--- src/rtl/clock_pkg.sv ---
// Shared constants and types for the time display path: 7-segment patterns,
// digit count, decimal-point placement and the conversion FSM state type.
package clock_pkg;

  localparam int NUM_DIGITS = 6;

  // Digits that carry a separator dot: minutes ones (2) and hours ones (4).
  localparam logic [NUM_DIGITS-1:0] DP_DIGIT_MASK = 6'b010100;

  // Segment patterns for 0-9, bit0 = a ... bit6 = g, active-high.
  localparam logic [6:0] SEG7_PATTERNS [10] = '{
    7'h3F, 7'h06, 7'h5B, 7'h4F, 7'h66,
    7'h6D, 7'h7D, 7'h07, 7'h7F, 7'h6F
  };

  typedef enum logic [1:0] {
    IDLE   = 2'd0,
    CONV   = 2'd1,
    COMMIT = 2'd2
  } conv_state_t;

  // Out-of-range codes cannot be produced by the converter; they map to dark.
  function automatic logic [6:0] seg7_decode(input logic [3:0] digit);
    logic [6:0] pattern;
    pattern = 7'h00;
    if (digit < 4'd10) pattern = SEG7_PATTERNS[digit];
    return pattern;
  endfunction

endpackage

--- src/rtl/bin2bcd_seq.sv ---
// Sequential binary-to-BCD for one 6-bit field by repeated subtraction of 10.
// done is high in the cycle the remainder drops below 10; tens/ones are valid
// then. A start always restarts the conversion, so the parent may chain the
// next field in the same cycle it consumes done.
module bin2bcd_seq (
  input  logic       clk,
  input  logic       rst,
  input  logic       start,
  input  logic [5:0] value,
  output logic       done,
  output logic [3:0] tens,
  output logic [3:0] ones
);

  logic [5:0] work;
  logic       active;

  // Load on start, otherwise peel off one ten per cycle until below 10.
  always_ff @(posedge clk) begin
    if (rst) begin
      work   <= '0;
      tens   <= '0;
      active <= 1'b0;
    end else if (start) begin
      work   <= value;
      tens   <= '0;
      active <= 1'b1;
    end else if (active) begin
      if (work >= 6'd10) begin
        work <= work - 6'd10;
        tens <= tens + 4'd1;
      end else begin
        active <= 1'b0;
      end
    end
  end

  assign done = active && (work < 6'd10);
  assign ones = work[3:0];

endmodule

--- src/rtl/time_display_scan.sv ---
// Snapshots hours/minutes/seconds on a load pulse, converts each field to two
// BCD digits with one time-shared sequential divider, and scans the result
// onto a 6-digit multiplexed 7-segment display with ghost-suppression blanking.
//
// state  | meaning
// IDLE   | display stable, waiting for a load pulse
// CONV   | divider working on field 'field' (0 sec, 1 min, 2 hr)
// COMMIT | all six digits copied to the display registers in one cycle
module time_display_scan #(
  parameter int SCAN_DIV   = 50000,
  parameter int BLANK_CYC  = 500,
  parameter int ACTIVE_LOW = 1
) (
  input  logic       iClk,
  input  logic       iRst,
  input  logic       iLoad,
  input  logic [5:0] iHours,
  input  logic [5:0] iMinutes,
  input  logic [5:0] iSeconds,
  input  logic       iColon,
  input  logic       iLzb,
  output logic [6:0] oSeg,
  output logic       oDp,
  output logic [5:0] oAn,
  output logic       oBusy
);

  import clock_pkg::*;

  localparam int                SLOT_W     = $clog2(SCAN_DIV);
  localparam logic [SLOT_W-1:0] SLOT_LAST  = SLOT_W'(SCAN_DIV - 1);
  localparam logic [SLOT_W-1:0] BLANK_END  = SLOT_W'(BLANK_CYC);
  localparam logic [2:0]        LAST_DIGIT = 3'(NUM_DIGITS - 1);
  localparam logic              POL        = (ACTIVE_LOW != 0);

  conv_state_t state;
  logic [1:0]  field;
  logic        busy;

  logic [5:0]  cap_hours;
  logic [5:0]  cap_minutes;

  logic        pend_valid;
  logic [5:0]  pend_hours;
  logic [5:0]  pend_minutes;
  logic [5:0]  pend_seconds;

  logic [NUM_DIGITS-1:0][3:0] res_digits;
  logic [NUM_DIGITS-1:0][3:0] disp_digits;

  logic        cvt_start;
  logic [5:0]  cvt_value;
  logic        cvt_done;
  logic [3:0]  cvt_tens;
  logic [3:0]  cvt_ones;

  logic [SLOT_W-1:0] slot_cnt;
  logic [2:0]        digit_idx;

  logic [3:0]  cur_digit;
  logic [5:0]  an_next;
  logic [6:0]  seg_next;
  logic        dp_next;

  bin2bcd_seq u_bin2bcd (
    .clk   (iClk),
    .rst   (iRst),
    .start (cvt_start),
    .value (cvt_value),
    .done  (cvt_done),
    .tens  (cvt_tens),
    .ones  (cvt_ones)
  );

  // Feed the shared divider: first field on capture, next field as each
  // finishes, and a fresh seconds value when COMMIT chains into a new load.
  always_comb begin
    cvt_start = 1'b0;
    cvt_value = '0;
    case (state)
      IDLE: begin
        if (iLoad) begin
          cvt_start = 1'b1;
          cvt_value = iSeconds;
        end
      end
      CONV: begin
        if (cvt_done && field == 2'd0) begin
          cvt_start = 1'b1;
          cvt_value = cap_minutes;
        end else if (cvt_done && field == 2'd1) begin
          cvt_start = 1'b1;
          cvt_value = cap_hours;
        end
      end
      COMMIT: begin
        if (iLoad) begin
          cvt_start = 1'b1;
          cvt_value = iSeconds;
        end else if (pend_valid) begin
          cvt_start = 1'b1;
          cvt_value = pend_seconds;
        end
      end
      default: ;
    endcase
  end

  // Conversion FSM with capture/pending registers and the display registers.
  // A load arriving during COMMIT bypasses the pending register; it is the
  // newest value and wins over anything already pending.
  always_ff @(posedge iClk) begin
    if (iRst) begin
      state        <= IDLE;
      field        <= 2'd0;
      busy         <= 1'b0;
      cap_hours    <= '0;
      cap_minutes  <= '0;
      pend_valid   <= 1'b0;
      pend_hours   <= '0;
      pend_minutes <= '0;
      pend_seconds <= '0;
      res_digits   <= '0;
      disp_digits  <= '0;
    end else begin
      case (state)
        IDLE: begin
          if (iLoad) begin
            cap_hours   <= iHours;
            cap_minutes <= iMinutes;
            field       <= 2'd0;
            busy        <= 1'b1;
            state       <= CONV;
          end
        end
        CONV: begin
          if (iLoad) begin
            pend_valid   <= 1'b1;
            pend_hours   <= iHours;
            pend_minutes <= iMinutes;
            pend_seconds <= iSeconds;
          end
          if (cvt_done) begin
            res_digits[{field, 1'b0}] <= cvt_ones;
            res_digits[{field, 1'b1}] <= cvt_tens;
            if (field == 2'd2) begin
              state <= COMMIT;
            end else begin
              field <= field + 2'd1;
            end
          end
        end
        COMMIT: begin
          disp_digits <= res_digits;
          field       <= 2'd0;
          pend_valid  <= 1'b0;
          if (iLoad) begin
            cap_hours   <= iHours;
            cap_minutes <= iMinutes;
            state       <= CONV;
          end else if (pend_valid) begin
            cap_hours   <= pend_hours;
            cap_minutes <= pend_minutes;
            state       <= CONV;
          end else begin
            busy  <= 1'b0;
            state <= IDLE;
          end
        end
        default: begin
          busy  <= 1'b0;
          state <= IDLE;
        end
      endcase
    end
  end

  assign oBusy = busy;

  // Free-running scan: slot counter within a digit, digit index across slots.
  always_ff @(posedge iClk) begin
    if (iRst) begin
      slot_cnt  <= '0;
      digit_idx <= '0;
    end else if (slot_cnt == SLOT_LAST) begin
      slot_cnt  <= '0;
      digit_idx <= (digit_idx == LAST_DIGIT) ? 3'd0 : digit_idx + 3'd1;
    end else begin
      slot_cnt <= slot_cnt + 1'b1;
    end
  end

  // Active-high drive for the current slot: dark during blanking, otherwise
  // one anode plus its decoded digit; hours-tens may be suppressed when zero.
  always_comb begin
    cur_digit = disp_digits[digit_idx];
    an_next   = '0;
    seg_next  = '0;
    dp_next   = 1'b0;
    if (slot_cnt >= BLANK_END) begin
      an_next = 6'b000001 << digit_idx;
      if (!(digit_idx == LAST_DIGIT && iLzb && cur_digit == 4'd0)) begin
        seg_next = seg7_decode(cur_digit);
      end
      dp_next = iColon & DP_DIGIT_MASK[digit_idx];
    end
  end

  // Output register; polarity is applied here so every pin is glitch-free.
  always_ff @(posedge iClk) begin
    if (iRst) begin
      oAn  <= {6{POL}};
      oSeg <= {7{POL}};
      oDp  <= POL;
    end else begin
      oAn  <= an_next ^ {6{POL}};
      oSeg <= seg_next ^ {7{POL}};
      oDp  <= dp_next ^ POL;
    end
  end

endmodule

--- config.mk ---
export PLATFORM = sky130hd
export DESIGN_NAME = time_display_scan
export DESIGN_NICKNAME = d
export VERILOG_FILES = /design/src/rtl/clock_pkg.sv /design/src/rtl/bin2bcd_seq.sv /design/src/rtl/time_display_scan.sv
export SDC_FILE = /design/constraint.sdc
export NUM_CORES = 1
export LEC_CHECK = 0
export CORE_MARGIN = 2
export CORE_UTILIZATION = 35
export CTS_CLUSTER_DIAMETER = 30
export DETAILED_ROUTE_END_ITERATION = 16
export PLACE_DENSITY = 0.5
export SETUP_SLACK_MARGIN = 0.05
export SYNTH_ARGS = -nofsm -noshare
export SYNTH_HDL_FRONTEND = slang
export SYNTH_SLANG_ARGS = --single-unit
--- constraint.sdc ---
create_clock -name iClk -period 2.6 [get_ports iClk]
set_clock_uncertainty 0.15 [all_clocks]
set_input_delay 0.39 -clock iClk [delete_from_list [all_inputs] [get_ports iClk]]
set_output_delay 0.39 -clock iClk [all_outputs]
set_load 0.03 [all_outputs]
Word-level counts from Yosys, hierarchy flattened
Memories as Yosys holds them, arrays and structs flattened. A register that Yosys moved wholly into a read port is not among the register bits. Index checks and enable logic that the tools add are counted.

$add $sub $neg: 5. Bitwise gates (word level): 6. Shifts and indexed selects: 1. Multiplexer cells: 60. Magnitude comparators: 10. Equality and inequality tests: 14. Reduce and logical (&&, ||, !) cells: 26.

Operators by type and width (number): $mux 6 (15); $bwmux 24 (2); $mux 7 (5); $pmux 6 s2 (2); $pmux 6 s3 (1); $add 16x1->16 const B (1); $demux 4 s2 (2); $eq 16x16->1 const B (1); $ge 16x9->1 const B (1); $mux 1 (15); $ne 2x2->1 const B (7); $bmux 4 s3 (1); $lt 3x4->1 const B (3); $mux 2 (6); $mux 4 (3); $pmux 2 s3 (2); $reduce_and 2->1 (5); $mux 3 (3); $reduce_and 4->1 (2); $reduce_bool 2->1 (4); $logic_and 1x1->1 (7); $not 7->7 (1); $ge 3x1->1 const B (2); $ge 6x4->1 const B (1); other kinds (23) (30).

Flip-flop bits (word level): 128. Memory bits (read-only): 120. Logic and storage cells: 153. Output and inout port bits: 15. Memories: 2.

Memory list: (name not given) (depth 16, bits a word 7, read ports 1, clocked after memory_dff 0, write ports 0, RTL line clock_pkg.sv:26) `if (digit < 4'd10) pattern = SEG7_PATTERNS[digit];`; (name not given) (depth 8, bits a word 1, read ports 1, clocked after memory_dff 1, write ports 0, RTL line time_display_scan.sv:205) `dp_next = iColon & DP_DIGIT_MASK[digit_idx];`.

Longest topological paths before layout
Word-level depth: 10. Gate-level depth with buffers: 11.

Modules after synthesis
Synthesis repeated with hierarchy kept, for this count alone.

Cells, all modules: 685. Area, all modules: 5602.9 um^2.

Modules (own cells, without submodules): time_display_scan (times used 1, area an instance 4963.5 um^2, seq. area each 2362.3 um^2, cells each 607); bin2bcd_seq (times used 1, area an instance 639.4 um^2, seq. area each 220.2 um^2, cells each 78).

Least setup slack after synthesis
Ideal clock, no wire load.

Path type: register -> register. Start point: register digit_idx[0]. End point: register oSeg[0]. Arrival time: 2.343 ns. Library setup time: 0.070 ns. Path slack: 0.037 ns. Clock period less this slack: 2.563 ns. Cell stages (with the launch flop): 11. Cells stage by stage: dfxtp_1 -> buf_2 -> buf_2 -> mux4_2 -> o21ai_0 -> ha_1 -> nand2_1 -> nor2_1 -> nand4_1 -> o211ai_1 -> o21bai_1.

Word-level cells in the longest chain between the ends: 10. Elaborated cells on any way between the ends: 15.

Ends and longest elaborated chain: from (decl) (RTL line time_display_scan.sv:58) `logic [2:0] digit_idx;`; from (signal assigned) (RTL line time_display_scan.sv:187) `digit_idx <= (digit_idx == LAST_DIGIT) ? 3'd0 : digit_idx + 3'd1;`; $bmux 4 s3 (RTL line time_display_scan.sv:196) `cur_digit = disp_digits[digit_idx];`; $mux 4 (not written as such) (RTL line time_display_scan.sv:196); $not 4->5 (not written as such) (RTL line clock_pkg.sv:26); $mem_v2 16x7; $mux 7 (not written as such) (2 in series) (RTL line clock_pkg.sv:26); $mux 7 (RTL line clock_pkg.sv:26); $mux 7 * (RTL line time_display_scan.sv:202) `if (!(digit_idx == LAST_DIGIT && iLzb && cur_digit == 4'd0)) begin`; $mux 7 * (RTL line time_display_scan.sv:200) `if (slot_cnt >= BLANK_END) begin`; $not 7->7 (no source line) *; to (signal assigned) (RTL line time_display_scan.sv:213) `oSeg <= {7{POL}};`; to (signal assigned) (RTL line time_display_scan.sv:217) `oSeg <= seg_next ^ {7{POL}};`; to (decl) (RTL line time_display_scan.sv:22) `output logic [6:0] oSeg,`.

Mark *: on every way between the ends. The rest lies on a longest branch, timed or not. The select of a mux whose other input is x is not followed. A chain may end at the register's enable or synchronous reset.

Final worst setup path
Start point: register digit_idx[0]. End point: register oSeg[3].

The elaborated chain is that of the path after synthesis.

==> results.md <==
* Detail Route Antenna Nets at 0
* Max cap viols at 0
* # setup viols final at 0
* DR iter-0 viols at 212
* Worst-Skew Late Latency at 0.41 ns
* Synth warn at 0
* Fill cells at 1594
* DRC at 0
* Cells after synthesis at 680
* Die area at 16930 sq um
* CTS tree: done
* Crit path DAT at 2.51 ns
* Period utilization at 0.8898
* Depth of the worst register-to-register path at 8
* Yosys reg bits at 129
* Slowest cell delay on critical path at 0.52 ns
* VDD IR max at 0.4832 mV
* Post-synthesis compound-gate area fraction at 0.1684
* Final setup TNS at 0 ns
* Cts bufs inserted at 17
* Routed wire length per instance at 13.76 microns
* Initial antenna violation count at 0
* Slowest stage cell, crit path: mux4_2
* Setup crit start: digit_idx[0]
* Hold Crit Depth at 1
* Synth Flop Type: dfxtp_1
* Root buf cell: clkbuf_16
* Post-Synth Adder-Cell Area at 0.02923
* Largest family of logic cells by synthesized area: simple AND/OR/NAND/NOR gates
* CP Launch Type: register
* Synthesized area at 5565 sq um
* Share of layout cells above drive strength 1 at 0.08840
* Seq pwr share at 0.462
* Via density at 4.841
* Leakage at 2.328 nW
* Least-Margin Pin Slew at 0.6687 ns
* Largest net degree at the start of global routing at 101
* Via Count at 4551
* Die extent in x at 130.1 microns
* Max Fclk at 432.2 MHz
* Worst-path cell chain: mux4_2 > o21ai_1 > ha_1 > nand2_1 > nor2_1 > nand4_1 > o211ai_1 > o21bai_1
* Crit end category: register
* Area contributors post-synth: dfxtp_1, nand2_1, a21oi_1
* Mux share of post-synthesis cell area at 0.03732
* Largest area contributor in the netlist: dfxtp_1
* N_diodes at 0
* Die Span Y at 130.1 microns
* Reg clk slew, reported paths at 0.05 ns
* Post-cts sizing count at 0
* # Post-CTS Setup Buffers at 0
* Total Routing Usage GR at 0.1600
* Sw Share at 0.2285
* CTS H-tree lvls at 4
* Comb pwr share at 0.063
* R2R setup slack at 0.29 ns
* CP Max Fanout at 7
* Simple-gate share of the synthesized area at 0.2313
* Core box area at 15710 sq um
* Hold Crit Class: register to register
* Post-synth ARST share at 0
* Grt total ovfl at 0
* Rel. slew slack at 0.5531
* Number of flops mapped to enable cells by yosys at 0
* Hold endpoint: oDp
* Row count at 46
* Clock Tree Buf Depth at 2
* Starting Density at 0.3542
* Top cell type's share of synthesized area at 0.4640
* Seq/Total Area, Yosys at 0.4640
* # IOs at 38
* Worst R2R End: oSeg[3]
* Required time of the critical path at 2.79 ns
* Area grow syn2layout at 20.44%
* Clock network power share at 0.475
* Vias in the first global route at 4371
* Final Hold Viols at 0
* Total internal power at 0.003453 W
* Mean Syn Cell Area at 8.184 sq um
* First-pass GRT wire length at 21.18 mm
* Routed WL at 12.93 mm
* Detailed Routing Iterations Pass 1 at 4
* Clock Sinks at 129
* Critical path class: register to register
* Gpl congestion at 0.7955
* Port Buffers at 37
* Final #Nets at 747
* Syn nets at 716
* Detailed placement HPWL at 8.701 mm
* Yosys cell types at 54
* Fin. max-slew vios at 0
* Critical R2R Launch: digit_idx[0]
* Status: completed
* Cell Pwr Density at 667.8 nW/um^2
* Final min period at 2.314 ns
* Final Core Density at 0.4266
* Net Switching at 0.001023 W
* Xor/xnor share of the synthesized area at 0.02518
* Unrepaired setup endpoints after global routing: false
* Hold_buf cts at 0
[final cells by class]
class,count,area [sq um],area share
repair buffers,57,528.0,0.07878
flip-flops and latches,129,2582,0.3853
well taps,216,270.3,0.04032
clock buffers,27,503.0,0.07504
inverters,14,52.55,0.007840
multi-input cells,492,2739,0.4086
clock inverters,5,27.53,0.004107
[placed cells by master (no fill, tap or decap), types with 3 or more instances in the layout]
| cell | synthesis | layout |
|---|---|---|
| a21o_1 | 3 | 3 |
| a21oi_1 | 81 | 80 |
| a22oi_1 | 5 | 5 |
| a311oi_1 | 13 | 13 |
| buf_4 | 1 | 19 |
| clkbuf_1 | 31 | 6 |
| clkbuf_16 | 0 | 17 |
| clkbuf_8 | 0 | 4 |
| clkdlybuf4s50_1 | 0 | 36 |
| clkinv_2 | 0 | 4 |
| dfxtp_1 | 129 | 129 |
| ha_1 | 13 | 13 |
| inv_1 | 14 | 14 |
| mux2_2 | 3 | 3 |
| mux2i_1 | 7 | 7 |
| mux4_2 | 4 | 4 |
| nand2_1 | 160 | 160 |
| nand2b_1 | 3 | 3 |
| nand3_1 | 38 | 38 |
| nand4_1 | 6 | 6 |
| nor2_1 | 48 | 48 |
| nor2b_1 | 4 | 4 |
| nor3_1 | 8 | 8 |
| nor3b_1 | 3 | 3 |
| o211ai_1 | 5 | 5 |
| o21ai_0 | 29 | 28 |
| o21bai_1 | 3 | 3 |
| or3_1 | 3 | 3 |
| xnor2_1 | 5 | 5 |
| xor2_1 | 11 | 11 |
[metal layers]
layer / up-vias / routed length (microns) / GRT usage
met2: 61 / 6074 / 0.2627
li1: 2403 / - / -
met1: 2064 / 6172 / 0.2015
met3: 23 / 442 / 0.03731
met5: - / 0 / 0
met4: 0 / 245 / 0.06958
[worst max-delay path, delay by kind of cell, from the launching register on]
family / cells / cell delay [ns]
adder cells (fa/ha/maj): 1 / 0.22
AND/OR/NAND/NOR: 3 / 0.23
multiplexers: 1 / 0.52
flip-flops: 1 / 0.41
AO/OA/AOI/OAI: 3 / 0.71
[cell families after synthesis]
kind of cell / count (synthesis)
buffers and inverters: 59
flip-flops: 129
multiplexers: 15
AND/OR/NAND/NOR: 291
AO/OA/AOI/OAI: 157
adder cells (fa/ha/maj): 13
XOR/XNOR: 16
[synth_stat cells (2+ instances only)]
library cell  number
a21oi_1           81
a32oi_1            2
nor2_1            48
nor3b_1            3
nor4_1             2
nor3_1             8
a211oi_1           2
and3_1             2
or2_2              2
mux2_2             3
a22o_1             2
nand2b_1           3
and2_1             2
nor2b_1            4
inv_1             14
or3_1              3
a311oi_1          13
nand3_1           38
a21o_1             3
nor4b_1            2
xor2_1            11
and4_1             2
nand4_1            6
clkbuf_1          31
or2_1              2
o21ai_0           29
dfxtp_1          129
o21bai_1           3
o211ai_1           5
ha_1              13
a21boi_0           2
a22oi_1            5
xnor2_1            5
nand2_1          160
mux2i_1            7
buf_2             12
mux4_2             4
[how the worst max path moves through the flow]
| stage | end | cells after the start |
|---|---|---|
| 3_5_place_dp | oSeg[3] | 8 |
| 2_1_floorplan | oSeg[0] | 10 |
| 3_3_place_gp | oSeg[6] | 8 |
| 5_1_grt | oSeg[3] | 8 |
| 6_report | oSeg[3] | 8 |
| 4_1_cts | oSeg[6] | 8 |
[metrics by stage]
step                power (W)  std cells  cell area, sq um  worst slack [ns]  hold slack (ns)
CTS                  0.004539        940              6703            0.2676           0.2192
detailed placement   0.002394        908              6172            0.2734           0.2164
global placement     0.002387        908              6172            0.3729           0.2154
floorplan            0.002290        680              5565            0.1434           0.2035
global route         0.004678        940              6703            0.1293           0.2426
finish               0.004476        940              6703            0.2864           0.2296
[registers in the layout, summed over array words and instances, names as in the netlist, 7 cells and up, named ones only]
signal       flops
disp_digits     24
res_digits      24
slot_cnt        16
oSeg             7
[power by group through the flow]
stage	clock network (W)	logic [W]	registers [W]
floorplan	0	0.000191	0.00210
global placement	0	0.000278	0.00211
detailed placement	0	0.000283	0.00211
CTS	0.00219	0.000284	0.00207
global route	0.00228	0.000319	0.00208
finish	0.00212	0.000281	0.00207
No activity file was read; power rests on OpenSTA's default activity.
